## src/rtl/pipe_pkg.sv

```systemverilog
// Shared types and constants for the EXE->MEM pipeline register.
// Occupancy encoding, ctrl bit positions and default field widths.
package pipe_pkg;

  typedef enum logic [1:0] {
    ST_EMPTY = 2'd0,
    ST_ONE   = 2'd1,
    ST_FULL  = 2'd2
  } occ_t;

  localparam int CTRL_WB_EN = 0;
  localparam int CTRL_MEM_R = 1;
  localparam int CTRL_MEM_W = 2;

  localparam int DEF_DATA_W = 32;
  localparam int DEF_REG_W  = 5;
  localparam int DEF_CTRL_W = 3;

endpackage

```

## src/rtl/pipe_entry.sv

```systemverilog
// One payload slot of the EXE->MEM register.
// Load enable, synchronous ctrl clear and asynchronous reset.
module pipe_entry
  import pipe_pkg::*;
#(
  parameter int DATA_W = DEF_DATA_W,
  parameter int REG_W  = DEF_REG_W,
  parameter int CTRL_W = DEF_CTRL_W
) (
  input  logic              clk,
  input  logic              rst,
  input  logic              load,
  input  logic              clr,
  input  logic [CTRL_W-1:0] d_ctrl,
  input  logic [DATA_W-1:0] d_pc,
  input  logic [DATA_W-1:0] d_alu_result,
  input  logic [DATA_W-1:0] d_st_val,
  input  logic [REG_W-1:0]  d_dest,
  output logic [CTRL_W-1:0] q_ctrl,
  output logic [DATA_W-1:0] q_pc,
  output logic [DATA_W-1:0] q_alu_result,
  output logic [DATA_W-1:0] q_st_val,
  output logic [REG_W-1:0]  q_dest
);

  always_ff @(posedge clk or posedge rst) begin
    if (rst) begin
      q_ctrl       <= '0;
      q_pc         <= '0;
      q_alu_result <= '0;
      q_st_val     <= '0;
      q_dest       <= '0;
    end else begin
      if (load) begin
        q_ctrl       <= d_ctrl;
        q_pc         <= d_pc;
        q_alu_result <= d_alu_result;
        q_st_val     <= d_st_val;
        q_dest       <= d_dest;
      end
      // clear wins so a flushed slot never re-issues ctrl
      if (clr) q_ctrl <= '0;
    end
  end

endmodule

```

## src/rtl/exe_mem_pipe_reg.sv

```systemverilog
// Elastic EXE->MEM pipeline register with a two-entry skid buffer.
// in_ready depends only on registered occupancy; flush empties both slots.
module exe_mem_pipe_reg
  import pipe_pkg::*;
#(
  parameter int DATA_W = DEF_DATA_W,
  parameter int REG_W  = DEF_REG_W,
  parameter int CTRL_W = DEF_CTRL_W
) (
  input  logic              clk,
  input  logic              rst,
  input  logic              flush,
  input  logic              in_valid,
  output logic              in_ready,
  input  logic [CTRL_W-1:0] in_ctrl,
  input  logic [DATA_W-1:0] in_pc,
  input  logic [DATA_W-1:0] in_alu_result,
  input  logic [DATA_W-1:0] in_st_val,
  input  logic [REG_W-1:0]  in_dest,
  output logic              out_valid,
  input  logic              out_ready,
  output logic [CTRL_W-1:0] out_ctrl,
  output logic [DATA_W-1:0] out_pc,
  output logic [DATA_W-1:0] out_alu_result,
  output logic [DATA_W-1:0] out_st_val,
  output logic [REG_W-1:0]  out_dest
);

  occ_t state, state_nx;

  logic accept, pop;
  logic main_ld, skid_ld, main_from_skid;

  logic [CTRL_W-1:0] main_ctrl, skid_ctrl, main_d_ctrl;
  logic [DATA_W-1:0] skid_pc, skid_alu, skid_st;
  logic [DATA_W-1:0] main_d_pc, main_d_alu, main_d_st;
  logic [REG_W-1:0]  skid_dest, main_d_dest;

  assign in_ready  = (state != ST_FULL);
  assign out_valid = (state != ST_EMPTY);
  assign accept    = in_valid & in_ready;
  assign pop       = out_valid & out_ready;
  assign out_ctrl  = out_valid ? main_ctrl : '0;

  always_ff @(posedge clk or posedge rst) begin
    if (rst) state <= ST_EMPTY;
    else     state <= state_nx;
  end

  always_comb begin
    state_nx       = state;
    main_ld        = 1'b0;
    skid_ld        = 1'b0;
    main_from_skid = 1'b0;
    unique case (state)
      ST_EMPTY: begin
        if (accept) begin
          state_nx = ST_ONE;
          main_ld  = 1'b1;
        end
      end
      ST_ONE: begin
        if (accept && pop) begin
          main_ld = 1'b1;
        end else if (accept) begin
          state_nx = ST_FULL;
          skid_ld  = 1'b1;
        end else if (pop) begin
          state_nx = ST_EMPTY;
        end
      end
      ST_FULL: begin
        if (pop) begin
          state_nx       = ST_ONE;
          main_ld        = 1'b1;
          main_from_skid = 1'b1;
        end
      end
      default: state_nx = ST_EMPTY;
    endcase
    if (flush) begin
      state_nx = ST_EMPTY;
      main_ld  = 1'b0;
      skid_ld  = 1'b0;
    end
  end

  assign main_d_ctrl = main_from_skid ? skid_ctrl : in_ctrl;
  assign main_d_pc   = main_from_skid ? skid_pc   : in_pc;
  assign main_d_alu  = main_from_skid ? skid_alu  : in_alu_result;
  assign main_d_st   = main_from_skid ? skid_st   : in_st_val;
  assign main_d_dest = main_from_skid ? skid_dest : in_dest;

  pipe_entry #(
    .DATA_W(DATA_W), .REG_W(REG_W), .CTRL_W(CTRL_W)
  ) u_main (
    .clk          (clk),
    .rst          (rst),
    .load         (main_ld),
    .clr          (flush),
    .d_ctrl       (main_d_ctrl),
    .d_pc         (main_d_pc),
    .d_alu_result (main_d_alu),
    .d_st_val     (main_d_st),
    .d_dest       (main_d_dest),
    .q_ctrl       (main_ctrl),
    .q_pc         (out_pc),
    .q_alu_result (out_alu_result),
    .q_st_val     (out_st_val),
    .q_dest       (out_dest)
  );

  pipe_entry #(
    .DATA_W(DATA_W), .REG_W(REG_W), .CTRL_W(CTRL_W)
  ) u_skid (
    .clk          (clk),
    .rst          (rst),
    .load         (skid_ld),
    .clr          (flush),
    .d_ctrl       (in_ctrl),
    .d_pc         (in_pc),
    .d_alu_result (in_alu_result),
    .d_st_val     (in_st_val),
    .d_dest       (in_dest),
    .q_ctrl       (skid_ctrl),
    .q_pc         (skid_pc),
    .q_alu_result (skid_alu),
    .q_st_val     (skid_st),
    .q_dest       (skid_dest)
  );

endmodule

```

## config.mk

```make
export PLATFORM = sky130hd
export DESIGN_NAME = exe_mem_pipe_reg
export DESIGN_NICKNAME = d
export VERILOG_FILES = /design/src/rtl/pipe_pkg.sv /design/src/rtl/pipe_entry.sv /design/src/rtl/exe_mem_pipe_reg.sv
export SDC_FILE = /design/constraint.sdc
export NUM_CORES = 1
export LEC_CHECK = 0
export BUFFER_PORTS_ARGS = -buffer_cell sky130_fd_sc_hd__buf_2
export CAP_MARGIN = 20
export CORE_ASPECT_RATIO = 0.6
export CORE_MARGIN = 4
export CORE_UTILIZATION = 50
export CTS_BUF_LIST = sky130_fd_sc_hd__clkbuf_4 sky130_fd_sc_hd__clkbuf_8 sky130_fd_sc_hd__clkbuf_16
export CTS_CLUSTER_DIAMETER = 40
export CTS_CLUSTER_SIZE = 16
export DETAILED_ROUTE_END_ITERATION = 6
export PLACE_DENSITY = 0.74
export SYNTH_ARGS = -nofsm -noshare
export SYNTH_HDL_FRONTEND = slang
export SYNTH_HIERARCHICAL = 1
export SYNTH_SLANG_ARGS = --single-unit
```

## constraint.sdc

```tcl
create_clock -name clk -period 3.5 [get_ports clk]
set_clock_uncertainty 0.15 [all_clocks]
set_input_delay 0.175 -clock clk [delete_from_list [all_inputs] [get_ports clk]]
set_output_delay 0.175 -clock clk [all_outputs]
set_load 0.03 [all_outputs]
```

# [Word level (Yosys, flattened, before mapping)]
# Cells that the tools add are included.
[word_totals] register_bits=210 latch_bits=0 mem_bits_rw=0 rom_bits=0 in_bits=109 out_inout_bits=106 word_cells=52 mem_count=0
[op_classes] n_addsub=0 n_mul=0 div=0 order_cmp=0 n_eq_ne=7 shifts=0 n_mux=26 n_bitwise=2 n_reduce_logical=6
[ops] op="$mux W32" count=3
[ops] op="$mux W3" count=6
[ops] op="$mux W2" count=6
[ops] op="$ne A3 B3 Y1 const B" count=3
[ops] op="$mux W1" count=8
[ops] op="$pmux W2 S3" count=1
[ops] op="$reduce_bool A2 Y1" count=3
[ops] op="$mux W5" count=1
[ops] op="$ne A4 B4 Y1 const B" count=1
[ops] op="$reduce_and A4 Y1" count=1
[ops] op="$pmux W1 S3" count=1
[ops] op="$and A1 B1 Y1" count=2
[ops] op="$eq A2 B1 Y1 const B" count=1
[ops] op="$eq A2 B2 Y1 const B" count=1
[ops] op="$logic_not A2 Y1" count=1
[ops] op="$ne A2 B2 Y1 const B" count=1
[ops] op="$logic_and A1 B1 Y1" count=1

# [Longest topological paths before layout]
# Gate-level depths: netlist (run 1).
[logic_depth] depth_word=8 ltp_mapped=10 ltp_nobuf=5

# [Cells and area by module]
# The synthesis (run 1) kept the hierarchy.
[by_module_without_submodules] module="pipe_entry" n_inst=2 cells_each=224 area_each_um2=4112.7 seq_area_each_um2=2602.5
[by_module_without_submodules] module="exe_mem_pipe_reg" n_inst=1 cells_each=135 area_each_um2=1555.2 seq_area_each_um2=50.0

# [Worst setup path after synthesis (run 1)]
# No wires, ideal clock.
[synth_path] path_type="reg-to-reg" startpoint="register state[0]" endpoint="register u_main.q_alu_result[16]" setup_time_ps=125 arrival_time_ps=1803 required_time_ps=3225 path_slack_ps=1422 path_stages_with_launch=10 path_buffers=5 synth_period_minus_slack_ps=2078 path_cell_list="dfrtp_1 > nor2b_4 > nand2_2 > buf_6 > buf_6 > a21oi_1 > buf_6 > buf_8 > buf_6 > mux2_4"
[synth_between] elab_chain_cells=6 elab_cells_between_ends=15 cone_classes="eq/ne (3); mux (7); bitwise (2); reduce/logical (3)"
[synth_rtl] item="start, declared" line="exe_mem_pipe_reg.sv:29" rtl="occ_t state, state_nx;"
[synth_rtl] item="start signal, assigned" line="exe_mem_pipe_reg.sv:47" rtl="else state <= state_nx;"
[synth_rtl] item="$ne A2 B2 Y1 or $reduce_bool A2 Y1 (tied branches)" line="exe_mem_pipe_reg.sv:39, exe_mem_pipe_reg.sv:40"
[synth_rtl] item="$and A1 B1 Y1, on equally long branches" line="exe_mem_pipe_reg.sv:41, exe_mem_pipe_reg.sv:42"
[synth_rtl] item="$logic_and A1 B1 Y1" line="exe_mem_pipe_reg.sv:63" rtl="if (accept && pop) begin"
[synth_rtl] item="$mux W1" line="exe_mem_pipe_reg.sv:63"
[synth_rtl] item="$pmux W1 S3 (*)" line="exe_mem_pipe_reg.sv:55" rtl="unique case (state)"
[synth_rtl] item="$mux W1 (*)" line="exe_mem_pipe_reg.sv:81" rtl="if (flush) begin"
[synth_rtl] item="net main_ld" line="exe_mem_pipe_reg.sv:32" rtl="logic main_ld, skid_ld, main_from_skid;"
[synth_rtl] item="end signal, assigned" line="pipe_entry.sv:37" rtl="q_alu_result <= d_alu_result;"
[synth_rtl] item="end, declared" line="pipe_entry.sv:21" rtl="output logic [DATA_W-1:0] q_alu_result,"
# The timed path passes the listed nets; every way through them passes the cells marked *.
# A chain may end at the register's enable or synchronous reset.

# [Worst setup path after layout (run 1)]
[layout_path] startpoint="register state[1]" endpoint="register u_skid.q_ctrl[0]"
[layout_between] elab_chain_cells=7 elab_cells_between_ends=11 cone_classes="eq/ne (2); mux (4); bitwise (2); reduce/logical (3)"
[layout_rtl] item="$ne A2 B2 Y1 or $reduce_bool A2 Y1 (tied branches)" line="exe_mem_pipe_reg.sv:39, exe_mem_pipe_reg.sv:40"
[layout_rtl] item="$and A1 B1 Y1, on equally long branches" line="exe_mem_pipe_reg.sv:41, exe_mem_pipe_reg.sv:42"
[layout_rtl] item="$mux W1 or $logic_and A1 B1 Y1 (tied branches)" line="exe_mem_pipe_reg.sv:65, exe_mem_pipe_reg.sv:63"
[layout_rtl] item="$mux W1" line="exe_mem_pipe_reg.sv:63"
[layout_rtl] item="$mux W1 (*)" line="exe_mem_pipe_reg.sv:55"
[layout_rtl] item="$mux W1 (*)" line="exe_mem_pipe_reg.sv:81"
[layout_rtl] item="net skid_ld" line="exe_mem_pipe_reg.sv:32"
[layout_rtl] item="$reduce_bool A2 Y1 (no source line) (*)"
[layout_rtl] item="end signal, assigned" line="pipe_entry.sv:35" rtl="q_ctrl <= d_ctrl;"
[layout_rtl] item="end, declared" line="pipe_entry.sv:19" rtl="output logic [CTRL_W-1:0] q_ctrl,"
# Marked as above.

==> flow_summary.toml, run 1 <==
[clock_network]
ctsHtreeMaxLevel = 1
clk_pin_slew_ns = 0.07
cts.sinks = 210
cts_resized = 0
clkLatencyLatePin_ns = 0.51
clock_path_buffers = 3
clock-root-buffer = "clkbuf_16"
cts-buffers-inserted = 24
tritoncts = "done"

[synthesis]
yosysWarnings = 6
synth_top_cell_by_area = "dfrtp_1"
synth_top_area_share = 0.537
yosysUniqueCellTypes = 19
synth.avg_cell_area_sq_um = 16.8
yosysSeqAreaShare = 0.537
synth-edff-count = 0
syn_area_sq_um = 9780
syn_nets = 692
ys.flop_type = "dfrtp_1"
syn-instance-count = 583
synth_seq_cells = 210
async_flop_share = 1.00
yosys-top-cells-area = "dfrtp_1 54%, mux2_4 23%, mux2_2 18%"

[timing]
hold_viol = 0
worstMarginPinSlew_ns = 0.905
relSlewSlack = 0.396
timing.hold.ws_ns = 0.166
setup_viol = 0
fin_crit_ns = 2.53
fin_setup_tns_ns = 0
timing.fmax_mhz = 395
drv_slew = 0
rsz0062_at_grt = "no"
finalCritPeriodShare = 0.723

[status]
outcome = "finished clean"

[floorplan]
start_util = 0.511
die_x_um = 189
io_pins = 215
die_h_um = 116
die_area_sq_um = 21900
core_sq_um = 19100
placementRows = 39

[grt]
grt_use_total = 0.207
overflow = 0
antenna_found_initial = 0
grt_max_degree = 78
grt_pass1_wl_um = 36900
first_global_vias = 6947

[min_path]
hold_class = "in2async"

[worst_setup_path]
criticalPathCategory = "reg2reg"
cp_top_family = "buffers and inverters"
critPathMaxFanout = 76
path_buf_inv = 2
crit_path_max_incr_delay_ns = 0.55
path_cells = "nor2b_1 -> nor3b_2 -> buf_12 -> mux2i_1 -> nor2_1 -> dlygate4sd3_1"
crit_path_start_kind = "flop"
cp.required_ns = 3.74
worst_setup_path_end_kind = "flop"
worstPathArrival_ns = 2.77
slowest_stage = "dlygate4sd3_1"

[layout]
multi_input_area_sq_um = 4210
stdcell_count = 1196
fillCellCount = 1269
finalNetCount = 1022
antenna_cells = 0
syn_to_final_growth_pct = 33.0
drive_above_1_share = 0.624
final_core_util = 0.680
regArea_sq_um = 5260

[drt]
avgViaCountPerCell = 5.06
ant_nets = 0
wire_per_inst_um = 19.1
drtIter0Drc = 234
drt-total-wl_um = 22900
num_vias = 6047
drc = 0
dr.pass1.iters = 4

[flow_run]
maxCapViolCount = 0

[placed_design]
hpwl_um = 14000
place_congestion = 0.805
place_inst = 1038
io_buffers = 214

[power_and_ir_drop]
total_power_uw = 7730
powerDensity_nw_per_um2 = 594
p_leak_uw = 0.00624
ir_drop_v = 0.000374
==> layout by cell type, fill, tap and decap left out, drive strengths merged <==
cell         netlist  final
a21oi              2      2
a31oi              1      1
buf               35    225
bufinv             0      1
clkbuf             0     27
clkinv             0      4
clkinvlp           0      2
dfrtp            210    210
dlygate4sd3        0    114
inv                5     14
mux2             306    306
mux2i              6      6
nand2              2      2
nand2b             1      1
nor2               7      7
nor2b              5      5
nor3               1      1
nor3b              1      1
or3                1      1
==> layout make-up <==
| type | count | area share |
|---|---|---|
| clock buffer | 27 | 0.0497 |
| clock inverter | 16 | 0.0139 |
| multi-input combinational | 333 | 0.324 |
| timing repair buffer | 339 | 0.181 |
| tap | 266 | 0.0256 |
| sequential | 210 | 0.404 |
| inverter | 5 | 0.00183 |
==> Yosys cell counts (2+ instances only) <==
cell type and n:
buf_6 19, mux2_4 152, mux2_2 154, mux2i_1 6, a21oi_1 2, dfrtp_1 210, buf_2 14, nor2b_1 4
inv_1 5, nor2_1 7, buf_8 2
==> cells by family after synthesis <==
family          count (synthesis)  synth area share
compound gates                  3           0.00166
mux                           312             0.417
flops                         210             0.537
buf+inv                        40            0.0340
simple gates                   18            0.0102
==> routing by layer <==
layer / global-route usage / vias up / share of wire / wire length, um
met5: 0 / - / 0 / 0
met4: 0.0451 / 0 / 0.017 / 391
met3: 0.0562 / 31 / 0.070 / 1590
met2: 0.339 / 197 / 0.46 / 10400
met1: 0.282 / 3069 / 0.46 / 10400
li1: - / 2750 / - / -
==> tightest hold or removal path, cell delays in order <==
cell	delay (ns)
dlygate4sd3_1	0.55
buf_2	0.16
inv_4	0.40
==> path summary, 6_finish.rpt <==
check / endpoint / cells after the start / from / slack, ns
hold / removal: u_main/q_st_val[2] / 3 / rst / 0.17
setup / recovery: u_skid/q_ctrl[0] / 6 / state[1] / 0.97
setup reg to reg: u_skid/q_ctrl[0] / 6 / state[1] / 0.97
max in group asynchronous: u_skid/q_pc[12] / 4 / rst / 2.00
hold reg to reg: u_main/q_st_val[30] / 1 / u_main/q_st_val[30] / 0.35
min in group clk: u_skid/q_pc[0] / 3 / in_pc[0] / 0.30
==> report_power, final <==
part	switching [uW]	internal (uW)
combinational	923	959
sequential	327	2970
clock	1090	1460
total	2340	5400
==> repair_timing <==
action,CTS,global route
buffers inserted,0,0
hold endpoints to repair,352,0
hold buffers,114,0
==> flip-flops by register name, summed over array words and instances, names as in the netlist <==
name / cells
u_skid/q_pc: 32
state: 2
u_skid/q_alu_result: 32
u_skid/q_dest: 5
u_main/q_ctrl: 3
u_skid/q_st_val: 32
u_main/q_st_val: 32
u_main/q_pc: 32
u_main/q_dest: 5
u_skid/q_ctrl: 3
u_main/q_alu_result: 32
==> per-stage QoR <==
step | cell area, sq um | setup WS, ns
5_1_grt | 13000 | 0.824
3_5_place_dp | 11000 | 1.10
3_3_place_gp | 11000 | 1.14
6_report | 13000 | 0.971
4_1_cts | 13000 | 0.984
2_1_floorplan | 9780 | 0.443
Power figures use the tool's default switching activity.
==> run 2: changes to the inputs <==
--- a/config.mk
+++ b/config.mk
@@ -9,12 +9,12 @@
 export CAP_MARGIN = 20
 export CORE_ASPECT_RATIO = 0.6
 export CORE_MARGIN = 4
-export CORE_UTILIZATION = 50
+export CORE_UTILIZATION = 49
 export CTS_BUF_LIST = sky130_fd_sc_hd__clkbuf_4 sky130_fd_sc_hd__clkbuf_8 sky130_fd_sc_hd__clkbuf_16
 export CTS_CLUSTER_DIAMETER = 40
 export CTS_CLUSTER_SIZE = 16
 export DETAILED_ROUTE_END_ITERATION = 6
-export PLACE_DENSITY = 0.74
+export PLACE_DENSITY = 0.76
 export SYNTH_ARGS = -nofsm -noshare
 export SYNTH_HDL_FRONTEND = slang
 export SYNTH_HIERARCHICAL = 1
==> constraint.sdc (replaced) <==
create_clock -name clk -period 2.2 [get_ports clk]
set_clock_uncertainty 0.15 [all_clocks]
set_input_delay 0.11 -clock clk [delete_from_list [all_inputs] [get_ports clk]]
set_output_delay 0.11 -clock clk [all_outputs]
set_load 0.03 [all_outputs]
==> flow_summary.toml, run 2 (synthesized netlist as in run 1, its figures left out) <==
[floorplan]
placementRows = 39
core_sq_um = 19300
die_x_um = 190
die_h_um = 117
io_pins = 215
start_util = 0.506
die_area_sq_um = 22400

[layout]
antenna_cells = 0
drive_above_1_share = 0.628
fillCellCount = 1317
final_common_cell = "buf_2"
multi_input_area_sq_um = 4220
syn_to_final_growth_pct = 33.7
final_cell_mix = "214 x buf_2, 210 x dfrtp_1, 154 x mux2_2"
regArea_sq_um = 5260
fin_area_sq_um = 13100
finalNetCount = 1024
stdcell_count = 1200

[clock_network]
clk_pin_slew_ns = 0.07
ctsHtreeMaxLevel = 1
cts.sinks = 210
clkLatencyLatePin_ns = 0.50
clock_path_buffers = 3
clock-root-buffer = "clkbuf_16"
postCtsSetupBuffers = 0
cts-buffers-inserted = 25
cts_resized = 0
tritoncts = "done"

[timing]
relSlewSlack = 0.487
rsz0062_at_grt = "no"
fin_crit_ns = 2.01
timing.fmax_mhz = 497
worstMarginPinSlew_ns = 0.770
setup_viol = 0
drv_slew = 0
finalCritPeriodShare = 0.914
fin_setup_tns_ns = 0
setup_ws_ns = 0.189
hold_viol = 0

[flow_run]
maxCapViolCount = 0

[worst_setup_path]
criticalPathCategory = "reg2reg"
cp.required_ns = 2.43
worstPathArrival_ns = 2.24
ff2ff_path_depth = 5
crit_path_start_kind = "flop"
worst_setup_path_end_kind = "flop"
regToRegEndpoint = "u_main/q_st_val[8]"
r2r_start = "state[1]"
critPathMaxFanout = 45
r2r_setup_slack_ns = 0.19

[placed_design]
placed_area_sq_um = 11100
place_congestion = 0.810
pre_cts_ws_ns = 0.218
io_buffers = 214
place_inst = 1043
hpwl_um = 14900

[drt]
drtIter0Drc = 204
wire_per_inst_um = 19.3
ant_nets = 0
avgViaCountPerCell = 5.05
dr.pass1.iters = 4
num_vias = 6065
drt-total-wl_um = 23200
drc = 0

[status]
outcome = "finished clean"

[power_and_ir_drop]
total_power_uw = 12300
ir_drop_v = 0.000726
powerDensity_nw_per_um2 = 937
p_leak_uw = 0.00623

[grt]
grt_pass1_wl_um = 37600
grt_max_degree = 58
grt_use_total = 0.205
antenna_found_initial = 0
overflow = 0
first_global_vias = 6938

[min_path]
hold_class = "in2async"
==> run 2: changes by cell type in the layout (fill, tap and decap cells not counted), moves of 2 or more <==
| cell | delta |
|---|---|
| inv_4 | -2 |
| dlygate4sd3_1 | -3 |
| buf_12 | +5 |
| clkinvlp_4 | +6 |
| inv_6 | -2 |
| clkinv_2 | +2 |
==> run 2: metal layers <==
metal | track usage | vias up | wire [um]
met3 | 0.0514 | 37 | 1400
met2 | 0.334 | 164 | 11000
met1 | 0.284 | 3117 | 10500
met5 | 0 | - | 0
met4 | 0.0354 | 0 | 351
li1 | - | 2747 | -
==> run 2: layout make-up <==
class                           count  area share
Clock buffer                       27      0.0499
Clock inverter                     19      0.0131
Inverter                            5     0.00201
Multi-Input combinational cell    333       0.323
Sequential cell                   210       0.402
Tap cell                          266      0.0254
Timing Repair Buffer              340       0.185
==> run 2: how the worst max path moves through the flow <==
stage / start / end / slack, ns
after global placement: state[0] / u_main/q_alu_result[7] / 0.27
after CTS: state[1] / u_main/q_st_val[8] / 0.20
final: state[1] / u_main/q_st_val[8] / 0.19
after global routing: state[1] / u_main/q_st_val[8] / 0.12
after floorplan: state[0] / u_main/q_alu_result[16] / 0.12
after detailed placement: state[0] / u_main/q_st_val[8] / 0.22
==> run 2: repair_timing <==
| action | in CTS | in global routing |
|---|---|---|
| hold buffers | 111 | 0 |
| hold endpoints to repair | 420 | 0 |
| endpoints found under the setup margin | 0 | 0 |
==> run 2: metrics by stage <==
stage	hold WS, ns	util
after floorplan	-0.299	-
after global placement	-0.124	0.577
after detailed placement	-0.117	0.577
after CTS	0.136	0.677
after global routing	0.168	0.677
final	0.163	0.677
==> run 2: worst max-delay path, stage by stage, from the launching register on <==
cell,delay (ns)
dfrtp_1,0.40
nor2b_1,0.20
nand2_1,0.15
a21oi_4,0.24
buf_12,0.30
mux2_2,0.39
==> run 2: report_power, final <==
part	internal [uW]	switching [uW]	leakage (uW)
registers	4730	513	0.00254
logic	1530	1480	0.00330
clock network	2230	1770	0.000388
==> run 3: changes to the inputs <==
--- a/config.mk
+++ b/config.mk
@@ -10,7 +10,7 @@
 export CORE_ASPECT_RATIO = 0.6
 export CORE_MARGIN = 4
 export CORE_UTILIZATION = 49
-export CTS_BUF_LIST = sky130_fd_sc_hd__clkbuf_4 sky130_fd_sc_hd__clkbuf_8 sky130_fd_sc_hd__clkbuf_16
+export CTS_BUF_LIST = sky130_fd_sc_hd__clkbuf_16
 export CTS_CLUSTER_DIAMETER = 40
 export CTS_CLUSTER_SIZE = 16
 export DETAILED_ROUTE_END_ITERATION = 6
==> constraint.sdc (replaced) <==
create_clock -name clk -period 2.2 [get_ports clk]
set_clock_uncertainty 0.15 [all_clocks]
set_input_delay 0.11 -clock clk [delete_from_list [all_inputs] [get_ports clk]]
set_output_delay 0.11 -clock clk [all_outputs]
set_load 0.02 [all_outputs]
==> flow_summary.toml, run 3 (synthesized netlist as in run 1, its figures left out) <==
[worst_setup_path]
path_cells = "nor2b_1 -> nand2_1 -> a21oi_4 -> buf_12 -> mux2_2"
worstPathArrival_ns = 2.24
cp.required_ns = 2.43
slowest_stage = "dfrtp_1"
path_buf_inv = 1
worst_setup_path_end_kind = "flop"
crit_path_start_kind = "flop"
crit_path_max_incr_delay_ns = 0.41
critPathMaxFanout = 45
cp_top_family = "flip-flops"
criticalPathCategory = "reg2reg"

[clock_network]
clock-root-buffer = "clkbuf_16"
tritoncts = "done"
cts.sinks = 210
clkLatencyLatePin_ns = 0.51
cts-buffers-inserted = 25
clk_pin_slew_ns = 0.07
cts_resized = 0
postCtsSetupBuffers = 0
ctsHtreeMaxLevel = 1
clock_path_buffers = 3
holdBufCountCts = 111

[drt]
drc = 0
num_vias = 6036
avgViaCountPerCell = 5.03
dr.pass1.iters = 4
drtIter0Drc = 173
drt-total-wl_um = 23100
ant_nets = 0
wire_per_inst_um = 19.3

[grt]
grt_use_total = 0.204
grt_pass1_wl_um = 37400
antenna_found_initial = 0
first_global_vias = 6925
overflow = 0
grt_max_degree = 58

[min_path]
hold_class = "in2async"

[floorplan]
placementRows = 39
io_pins = 215
die_h_um = 117
die_x_um = 190
core_sq_um = 19300
start_util = 0.506
die_area_sq_um = 22400

[timing]
relSlewSlack = 0.487
timing.fmax_mhz = 498
worstMarginPinSlew_ns = 0.769
fin_setup_tns_ns = 0
finalCritPeriodShare = 0.913
rsz0062_at_grt = "no"
timing.hold.ws_ns = 0.162
setup_viol = 0
fin_crit_ns = 2.01
hold_viol = 0
drv_slew = 0

[layout]
drive_above_1_share = 0.626
final_common_cell = "buf_2"
syn_to_final_growth_pct = 33.5
final_cell_mix = "214 x buf_2, 210 x dfrtp_1, 154 x mux2_2"
finalNetCount = 1024
antenna_cells = 0

[power_and_ir_drop]
powerDensity_nw_per_um2 = 911
p_leak_uw = 0.00622
ir_drop_v = 0.000702

[flow_run]
maxCapViolCount = 0

[placed_design]
io_buffers = 214
hpwl_um = 14900
place_congestion = 0.810

[status]
outcome = "finished clean"
run 3: through the flow:
| step | util | std cells | power, uW | area, sq um | worst slack, ns |
|---|---|---|---|---|---|
| 4_1_cts | 0.676 | 1200 | 12000 | 13100 | 0.199 |
| 2_1_floorplan | - | 583 | 6980 | 9790 | 0.122 |
| 6_report | 0.676 | 1200 | 11900 | 13100 | 0.192 |
| 3_3_place_gp | 0.577 | 1043 | 7700 | 11100 | 0.271 |
| 5_1_grt | 0.676 | 1200 | 12400 | 13100 | 0.117 |
| 3_5_place_dp | 0.577 | 1043 | 7860 | 11100 | 0.218 |
run 3: power breakdown:
group | internal [uW] | switching (uW) | total [uW]
Clock | 2160 | 1770 | 3940
Sequential | 4730 | 507 | 5240
Combinational | 1530 | 1200 | 2730
run 3: cell type report:
class                   instances  area [sq um]
clock inverters                21           179
repair buffers                340          2420
flip-flops and latches        210          5260
well taps                     266           333
clock buffers                  25           626
inverters                       5          26.3
multi-input cells             333          4220
fillers                      1320          6260
run 3: worst reg2reg max path, stage by stage, from the launching register on:
cell and delay [ns]:
dfrtp_1 0.41, nor2b_1 0.20, nand2_1 0.15, a21oi_4 0.24
buf_12 0.30, mux2_2 0.44
run 3: path summary, 6_finish.rpt:
kind                       cells past startpoint           startpoint                   to  slack [ns]
min in group clk                               3             in_pc[3]       u_skid/q_pc[3]        0.22
min                                            4                  rst      u_main/q_pc[28]        0.16
max in group asynchronous                      4                  rst      u_skid/q_pc[29]        1.06
max reg2reg                                    5             state[1]   u_main/q_st_val[8]        0.19
max                                            5             state[1]   u_main/q_st_val[8]        0.19
min reg2reg                                    1  u_main/q_st_val[28]  u_main/q_st_val[28]        0.35
run 3: per-layer routing:
layer | wire, um | track usage | up-vias
li1 | - | - | 2750
met1 | 10400 | 0.283 | 3083
met2 | 10900 | 0.331 | 168
met3 | 1530 | 0.0517 | 35
met4 | 345 | 0.0354 | 0
met5 | 0 | 0 | -
